<file path="src/rtl/register_window_mapper.sv">
// register_window_mapper
//
// Front end of the 3-port register file. Translates 5-bit architectural SPARC
// register numbers into physical register-file indices using the current
// window pointer (CWP). Also holds CWP and WIM, executes SAVE/RESTORE, and
// raises window overflow/underflow traps that stay pending until trap_ack.
//
// Physical layout: indices 0..7 are the globals. Window w occupies
// base(w) = 8 + 16*w: base+0..7 are its ins, base+8..15 its locals. The outs
// of window w are the ins of window (w-1) mod NWINDOWS.
//
// Optional build macro:
//   RWM_TRAP_CNT_EN - when defined, ovf_cnt/unf_cnt count trap entries
//                     (saturating at 255). When undefined they are tied to 0
//                     and no counter flops exist.
//
// Ports:
//   clk, reset            clock, synchronous active-high reset
//   rs1, rs2, rs3, rd     architectural register numbers
//   we_in                 destination write request
//   save, restore         window move requests
//   cwp_we, cwp_in        direct CWP load (out-of-range values ignored)
//   wim_we, wim_in        WIM load
//   trap_ack              clears a pending trap
//   pa/pb/pd/pw_idx       physical indices for rs1/rs2/rs3/rd
//   le_out                gated register-file write enable
//   cwp, wim              current window pointer / window invalid mask
//   trap, trap_type       pending trap flag and cause (01 ovf, 10 unf)
//   ovf_cnt, unf_cnt      trap entry counters

module register_window_mapper #(
  parameter int unsigned NWINDOWS = 8,
  parameter int unsigned CWP_W    = 3,
  parameter int unsigned PADDR_W  = 8
) (
  input  logic                clk,
  input  logic                reset,
  input  logic [4:0]          rs1,
  input  logic [4:0]          rs2,
  input  logic [4:0]          rs3,
  input  logic [4:0]          rd,
  input  logic                we_in,
  input  logic                save,
  input  logic                restore,
  input  logic                cwp_we,
  input  logic [CWP_W-1:0]    cwp_in,
  input  logic                wim_we,
  input  logic [NWINDOWS-1:0] wim_in,
  input  logic                trap_ack,
  output logic [PADDR_W-1:0]  pa_idx,
  output logic [PADDR_W-1:0]  pb_idx,
  output logic [PADDR_W-1:0]  pd_idx,
  output logic [PADDR_W-1:0]  pw_idx,
  output logic                le_out,
  output logic [CWP_W-1:0]    cwp,
  output logic [NWINDOWS-1:0] wim,
  output logic                trap,
  output logic [1:0]          trap_type,
  output logic [7:0]          ovf_cnt,
  output logic [7:0]          unf_cnt
);

  typedef enum logic [0:0] {StRun, StTrap} state_e;

  localparam logic [CWP_W-1:0] CwpMax = CWP_W'(NWINDOWS - 1);
  // One extra bit so the range check also works when 2^CWP_W == NWINDOWS.
  localparam logic [CWP_W:0]   NWin   = (CWP_W + 1)'(NWINDOWS);

  state_e state;

  function automatic logic [CWP_W-1:0] wrap_dec(input logic [CWP_W-1:0] w);
    return (w == '0) ? CwpMax : w - CWP_W'(1);
  endfunction

  function automatic logic [CWP_W-1:0] wrap_inc(input logic [CWP_W-1:0] w);
    return (w == CwpMax) ? '0 : w + CWP_W'(1);
  endfunction

  function automatic logic [PADDR_W-1:0] base(input logic [CWP_W-1:0] w);
    return PADDR_W'(8) + (PADDR_W'(w) << 4);
  endfunction

  function automatic logic [PADDR_W-1:0] map_reg(input logic [4:0]       r,
                                                 input logic [CWP_W-1:0] w);
    logic [PADDR_W-1:0] off;
    off = PADDR_W'(r[2:0]);
    case (r[4:3])
      2'b00:   return PADDR_W'(r);                        // globals
      2'b01:   return base(wrap_dec(w)) + off;            // outs = ins of w-1
      2'b10:   return base(w) + PADDR_W'(8) + off;        // locals
      default: return base(w) + off;                      // ins
    endcase
  endfunction

  logic [CWP_W-1:0]    cwp_dec, cwp_inc, ncwp, wcwp;
  logic [NWINDOWS-1:0] wim_dec_shr, wim_inc_shr;
  logic                in_run, move_req, ovf_det, unf_det, trap_det, accept;

  always_comb begin
    cwp_dec     = wrap_dec(cwp);
    cwp_inc     = wrap_inc(cwp);
    // Shift instead of bit-select so CWP_W may exceed $clog2(NWINDOWS).
    wim_dec_shr = wim >> cwp_dec;
    wim_inc_shr = wim >> cwp_inc;
    in_run      = (state == StRun);
    // A CWP load wins over SAVE/RESTORE and suppresses the trap check.
    move_req    = in_run & ~cwp_we;
    ovf_det     = move_req & save & ~restore & wim_dec_shr[0];
    unf_det     = move_req & restore & ~save & wim_inc_shr[0];
    trap_det    = ovf_det | unf_det;
    accept      = move_req & (save ^ restore) & ~trap_det;
    ncwp        = save ? cwp_dec : cwp_inc;
    // Destination is written in the window being entered.
    wcwp        = accept ? ncwp : cwp;
    le_out      = we_in & in_run & ~trap_det;
    pa_idx      = map_reg(rs1, cwp);
    pb_idx      = map_reg(rs2, cwp);
    pd_idx      = map_reg(rs3, cwp);
    pw_idx      = map_reg(rd, wcwp);
  end

  always_ff @(posedge clk) begin
    if (reset) begin
      state     <= StRun;
      cwp       <= '0;
      wim       <= '0;
      trap      <= 1'b0;
      trap_type <= 2'b00;
    end else begin
      if (wim_we) begin
        wim <= wim_in;
      end
      if (cwp_we) begin
        if ({1'b0, cwp_in} < NWin) begin
          cwp <= cwp_in;
        end
      end else if (accept) begin
        cwp <= ncwp;
      end
      unique case (state)
        StRun: begin
          if (trap_det) begin
            state     <= StTrap;
            trap      <= 1'b1;
            trap_type <= ovf_det ? 2'b01 : 2'b10;
          end
        end
        StTrap: begin
          if (trap_ack) begin
            state     <= StRun;
            trap      <= 1'b0;
            trap_type <= 2'b00;
          end
        end
        default: state <= StRun;
      endcase
    end
  end

`ifdef RWM_TRAP_CNT_EN
  logic [7:0] ovf_cnt_q, unf_cnt_q;

  // ovf_det/unf_det are only asserted in RUN, so each fires once per trap entry.
  always_ff @(posedge clk) begin
    if (reset) begin
      ovf_cnt_q <= 8'd0;
      unf_cnt_q <= 8'd0;
    end else begin
      if (ovf_det && ovf_cnt_q != 8'hFF) begin
        ovf_cnt_q <= ovf_cnt_q + 8'd1;
      end
      if (unf_det && unf_cnt_q != 8'hFF) begin
        unf_cnt_q <= unf_cnt_q + 8'd1;
      end
    end
  end

  assign ovf_cnt = ovf_cnt_q;
  assign unf_cnt = unf_cnt_q;
`else
  assign ovf_cnt = 8'd0;
  assign unf_cnt = 8'd0;
`endif

endmodule

</file>
<file path="config.mk">
export PLATFORM = sky130hd
export DESIGN_NAME = register_window_mapper
export DESIGN_NICKNAME = d
export VERILOG_FILES = /design/src/rtl/register_window_mapper.sv
export SDC_FILE = /design/constraint.sdc
export NUM_CORES = 1
export LEC_CHECK = 0
export ABC_AREA = 1
export CAP_MARGIN = 20
export CELL_PAD_IN_SITES_DETAIL_PLACEMENT = 1
export CELL_PAD_IN_SITES_GLOBAL_PLACEMENT = 2
export CORE_MARGIN = 4
export CORE_UTILIZATION = 18
export CTS_CLUSTER_DIAMETER = 80
export CTS_CLUSTER_SIZE = 24
export DETAILED_ROUTE_END_ITERATION = 8
export PLACE_DENSITY_LB_ADDON = 0.25
export SETUP_SLACK_MARGIN = 0.5
export SLEW_MARGIN = 20
export SYNTH_ARGS = -nofsm -noshare
export SYNTH_HDL_FRONTEND = slang
export SYNTH_SLANG_ARGS = --single-unit
</file>
<file path="constraint.sdc">
create_clock -name clk -period 5.11 [get_ports clk]
set_input_delay 1.2775 -clock clk [delete_from_list [all_inputs] [get_ports clk]]
set_output_delay 1.2775 -clock clk [all_outputs]
set_load 0.005 [all_outputs]
</file>
==> impl_metrics.csv, run 1 <==
group,metric,value,unit
power_and_ir_drop,leakage,1.01,nW
layout,drive_above_1_share,0.124,
floorplan,start_util,0.185,
place,dp_hpwl,4260,um
clock_tree,hold_buffers,0,
global_route,grt_pass1_wl,8520,um
floorplan,num_io_pins,102,
global_route,grt_max_degree,12,
route,wire_per_inst,12.5,um
place,dpl_worst_slack,0.0870,ns
clock_tree,clockBufferDepth,2,
route,first_pass_iters,4,
timing,post-route-period-util,0.894,
timing,fin_skew,0.00188,ns
route,antenna_left,0,
floorplan,core,0.00822,mm^2
clock_tree,cts-htree-levels,1,
timing,setup_viol_count_final,0,
route,drt-initial-drc-count,37,
place,post-place-cells,404,
timing,final_hold_viol_count,0,
worst_setup_path,worst_path_max_delay_cell,"clkdlybuf4s50_1",
layout,fin_nets,352,
global_route,antenna_found_initial,0,
clock_tree,clock_latency,0.24,ns
clock_tree,root_buffer,"clkbuf_8",
layout,fin_area,0.00222,mm^2
worst_setup_path,required,3.83,ns
run,maxCapViolations,0,
hold_path,hold_class,"reg -> reg",
place,gp_congestion,0.761,
yosys,synth_cells,254,
timing,maxSlewViolCount,0,
power_and_ir_drop,p_per_area,194,mW/mm^2
yosys,synth_compound_area_frac,0.133,
worst_setup_path,critPathCaptureType,"output pin",
yosys,avgSynthCellArea,5.99,um^2
clock_tree,clk_pin_slew,0.06,ns
status,outcome,"finished clean",
layout,fillCellCount,1044,
yosys,synth_fa_ha_area_frac,0.0412,
timing,rsz0062_at_grt,"yes",
yosys,synth_mux_area_frac,0,
timing,fin_ws,0.541,ns
route,via_per_inst,4.09,
layout,diodes,0,
route,wirelength,5140,um
yosys,synth_top_family_by_area,"simple AND/OR/NAND/NOR gates",
clock_tree,cts_buffers,3,
yosys,synth_area,0.00152,mm^2
yosys,ys_types,26,
yosys,ys_seq_area_frac,0.198,
place,place_area,0.00212,mm^2
worst_setup_path,path_cells,"clkdlybuf4s15_1, inv_2, nor3_4, nand3_4, nand3_4, nand2_1, nand2_2, inv_2, ha_2, o21ai_1, nand3_1, nand2_1, clkdlybuf4s50_1",
worst_setup_path,cp.arrival,3.29,ns
yosys,synth_xor_area_frac,0,
global_route,gr-usage-all-layers,0.103,
worst_setup_path,path_class,"in -> out",
timing,tns,0,ns
worst_setup_path,start_kind,"input pin",
timing,fmax,219,MHz
worst_setup_path,slowest_delay,0.49,ns
global_route,grt.overflow.total,0,
floorplan,die_area,0.00998,mm^2
power_and_ir_drop,peakVddDrop,0.0873,mV
timing,period_needed,4.57,ns
floorplan,dieHeight,99.9,um
yosys,yosys_warnings,0,
layout,area_growth,46.1,%
floorplan,std_cell_rows,33,
layout,layoutNonFillerInstCount,412,
clock_tree,cts_num_sinks,15,
route,vias,1686,
yosys,yosys.area_share.simple,0.397,
global_route,grt_pass1_vias,1759,
layout,final_cell_mix,"nand2_1, clkdlybuf4s50_1, nor2_1, inv_1, nand3_1",
worst_setup_path,path_max_fanout,5,
yosys,synth_seq_cells,15,
route,drc,0,
clock_tree,cts_tree,"built",
place,portBuffers,61,
floorplan,fp.dieW,99.9,um
[cell usage after synthesis]
library cell | n | area, um^2
nand2_1 | 59 | 221
nor2_1 | 33 | 124
buf_4 | 26 | 195
inv_1 | 26 | 97.6
nand3_1 | 19 | 95.1
dfxtp_1 | 15 | 300
o21ai_0 | 14 | 70.1
o211ai_1 | 9 | 67.6
clkbuf_1 | 8 | 30.0
nand2_2 | 7 | 43.8
a21oi_1 | 6 | 30.0
ha_1 | 5 | 62.6
inv_2 | 5 | 18.8
o21ai_1 | 5 | 25.0
clkinv_1 | 2 | 7.51
nand3_2 | 2 | 20.0
nand3_4 | 2 | 35.0
nand4_1 | 2 | 12.5
nor2_2 | 2 | 12.5
a21oi_2 | 1 | 8.76
conb_1 | 1 | 3.75
nand2_4 | 1 | 11.3
nor3_1 | 1 | 5.00
nor3_2 | 1 | 10.0
or2_1 | 1 | 6.26
or2_2 | 1 | 6.26
[routing by layer]
layer / track usage / vias to the layer above / share of wire
met2: 0.170 / 50 / 0.45
li1: - / 870 / -
met3: 0.0167 / 4 / 0.063
met4: 0.0242 / 0 / 0.0062
met5: 0 / - / 0
met1: 0.140 / 762 / 0.48
[where the power goes]
group	switching (W)	internal [W]	leakage (nW)	total (W)
Combinational	0.0000995	0.0000979	0.861	0.000197
Clock	0.0000411	0.0000552	0.0228	0.0000963
Sequential	0.0000113	0.000125	0.125	0.000137
Total	0.000152	0.000279	1.01	0.000430
[critical path, delay by kind of cell]
kind                     cells  cell delay, ns
buffers and inverters        4            0.93
AND/OR/NAND/NOR              7            0.80
adder cells (fa/ha/maj)      1            0.17
AO/OA/AOI/OAI                1            0.13
[registers in the layout (all words and copies together), names as in the netlist]
name,flops
cwp,3
wim,8
trap,1
state,1
trap_type,2
[logic make-up after synthesis]
| logic type | count (synthesis) |
|---|---|
| simple gates | 131 |
| buf+inv | 67 |
| compound gates | 35 |
| flops | 15 |
| fa+ha+maj | 5 |
| other cells | 1 |
[worst paths after layout]
kind	from	to	slack, ns	cells after the start
max	save	pw_idx[6]	0.54	13
min	trap_type[0]	trap_type[0]	0.47	2
max reg2reg	cwp[0]	cwp[0]	2.75	16
min reg2reg	trap_type[0]	trap_type[0]	0.47	2
[area by class of cell]
class	count	area [um^2]	share of cell area
Clock buffer	4	45.0	0.0203
Inverter	33	124	0.0558
Multi-Input combinational cell	187	955	0.430
Sequential cell	15	304	0.137
Tap cell	105	131	0.0592
Timing Repair Buffer	68	662	0.298
[per-stage QoR]
stage / power, W / hold slack [ns] / utilization
CTS: 0.000435 / 0.486 / 0.266
floorplan: 0.000248 / 0.449 / -
global placement: 0.000333 / 0.493 / 0.258
detailed placement: 0.000333 / 0.468 / 0.258
global route: 0.000469 / 0.500 / 0.270
finish: 0.000430 / 0.473 / 0.270
[what timing repair did]
action	4_1_cts	5_1_grt
pin swaps	3	1
setup endpoints to repair	4	3
buffers inserted	2	2
gates resized for setup	10	6
cloned	0	0
(Power assumes the default switching activity.)
==> inputs of run 2 (changes only) <==
- ABC_CLOCK_PERIOD_IN_PS: default -> 5110
==> results of run 2 <==
Same layout as run 1: the final DEF is identical, and so are final timing and power.
==> inputs of run 3 (changes only) <==
- TNS_END_PERCENT: default -> 30
==> run 3 against run 2 <==
Against the previous run:
- combinational power about the same
- final cell count is the same
- first-iteration DRC count unchanged
- largest cell class unchanged
- hold slack did not move
- die area unchanged
- clock power barely moved
- design area stayed put
- setup slack did not move
- via count stayed put
- critical path depth did not move
- critical endpoint unchanged
==> impl_metrics.csv, run 3 (synthesized netlist as in run 1, its figures left out) <==
group,metric,value,unit
status,outcome,"finished clean",
global_route,grt_pass1_wl,8520,um
layout,regMostFlops,"wim",
clock_tree,root_buffer,"clkbuf_8",
route,wirelength,5140,um
place,portBuffers,61,
worst_setup_path,slowest_delay,0.49,ns
worst_setup_path,cp.buffers_inverters,4,
route,wire_per_inst,12.5,um
timing,post-route-period-util,0.894,
route,drt-initial-drc-count,37,
route,drc,0,
floorplan,std_cell_rows,33,
route,vias,1686,
timing,fin_ws,0.541,ns
clock_tree,clk_pin_slew,0.06,ns
clock_tree,cts_num_sinks,15,
hold_path,hold_class,"reg -> reg",
place,dp_hpwl,4260,um
worst_setup_path,cp.arrival,3.29,ns
layout,fin_nets,352,
clock_tree,cts_buffers,3,
power_and_ir_drop,p_per_area,194,mW/mm^2
timing,fmax,219,MHz
worst_setup_path,critPathCaptureType,"output pin",
global_route,antenna_found_initial,0,
floorplan,die_area,0.00998,mm^2
worst_setup_path,path_cells,"clkdlybuf4s15_1, inv_2, nor3_4, nand3_4, nand3_4, nand2_1, nand2_2, inv_2, ha_2, o21ai_1, nand3_1, nand2_1, clkdlybuf4s50_1",
run,maxCapViolations,0,
floorplan,dieHeight,99.9,um
global_route,grt_pass1_vias,1759,
timing,fin_skew,0.00188,ns
timing,tns,0,ns
place,dpl_worst_slack,0.0870,ns
layout,largest_register_ffs,8,
global_route,grt_max_degree,12,
global_route,grt.overflow.total,0,
layout,area_growth,46.1,%
clock_tree,clock_latency,0.24,ns
layout,final_cell_mix,"nand2_1, clkdlybuf4s50_1, nor2_1, inv_1, nand3_1",
floorplan,fp.dieW,99.9,um
clock_tree,cts_tree,"built",
layout,regArea,304,um^2
global_route,gr-usage-all-layers,0.103,
worst_setup_path,crit_family,"buffers and inverters",
place,gp_congestion,0.761,
layout,multi_input_area,955,um^2
worst_setup_path,required,3.83,ns
route,first_pass_iters,4,
worst_setup_path,path_class,"in -> out",
layout,diodes,0,
worst_setup_path,start_kind,"input pin",
timing,rsz0062_at_grt,"yes",
clock_tree,cts-htree-levels,1,
timing,period_needed,4.57,ns
timing,final_hold_viol_count,0,
route,antenna_left,0,
worst_setup_path,path_max_fanout,5,
clock_tree,clockBufferDepth,2,
floorplan,num_io_pins,102,
floorplan,start_util,0.185,
power_and_ir_drop,peakVddDrop,0.0873,mV
clock_tree,hold_buffers,0,
layout,largestRegisters,"wim x8, cwp x3, trap_type x2",
worst_setup_path,r2r_setup_slack,2.75,ns
timing,maxSlewViolCount,0,
layout,drive_above_1_share,0.124,
worst_setup_path,worst_path_max_delay_cell,"clkdlybuf4s50_1",
timing,setup_viol_count_final,0,
floorplan,core,0.00822,mm^2
route,via_per_inst,4.09,
layout,fillCellCount,1044,
layout,utilization,0.270,
power_and_ir_drop,leakage,1.01,nW
## run 3: cell counts in the layout (fill, tap and decap cells not counted)
Identical to the previous run, type by type.
## run 3: worst min-delay path, stage by stage, from the launching register on
cell and delay, ns:
dfxtp_1 0.31, nand2_1 0.06, a21oi_1 0.05
## run 3: layout make-up
cell class,instances,share of cell area
multi-input combinational,187,0.430
timing repair buffer,68,0.298
inverter,33,0.0558
sequential,15,0.137
clock buffer,4,0.0203
tap,105,0.0592
## run 3: per-stage QoR
stage                     cells  hold WS, ns  instance area, um^2  total power [W]
after floorplan             269        0.449                 1580         0.000248
after global placement      404        0.493                 2120         0.000333
after detailed placement    404        0.468                 2120         0.000333
after CTS                   410        0.486                 2190         0.000435
after global routing        412        0.500                 2220         0.000469
final                       412        0.473                 2220         0.000430
## run 3: path summary, 6_finish.rpt
path	from	to	depth (start not counted)
worst max register to register	cwp[0]	cwp[0]	16
worst min register to register	trap_type[0]	trap_type[0]	2
worst min-delay path	trap_type[0]	trap_type[0]	2
worst max-delay path	save	pw_idx[6]	13
## run 3: where the power goes
part | leakage [nW] | switching (W) | internal [W] | total, W
combinational | 0.861 | 0.0000995 | 0.0000979 | 0.000197
sequential | 0.125 | 0.0000113 | 0.000125 | 0.000137
clock | 0.0228 | 0.0000411 | 0.0000552 | 0.0000963
## run 3: repair_timing
item	CTS	global route
setup endpoints to repair	4	3
resized for setup	10	6
setup buffers	2	2
cloned	0	0
pin swaps	3	1
hold endpoints to repair	0	0
## run 3: routing by layer
layer / GRT usage / wire (um) / vias to the layer above
li1: - / - / 870
met1: 0.140 / 2490 / 762
met2: 0.170 / 2290 / 50
met3: 0.0167 / 325 / 4
met4: 0.0242 / 32 / 0
met5: 0 / 0 / -
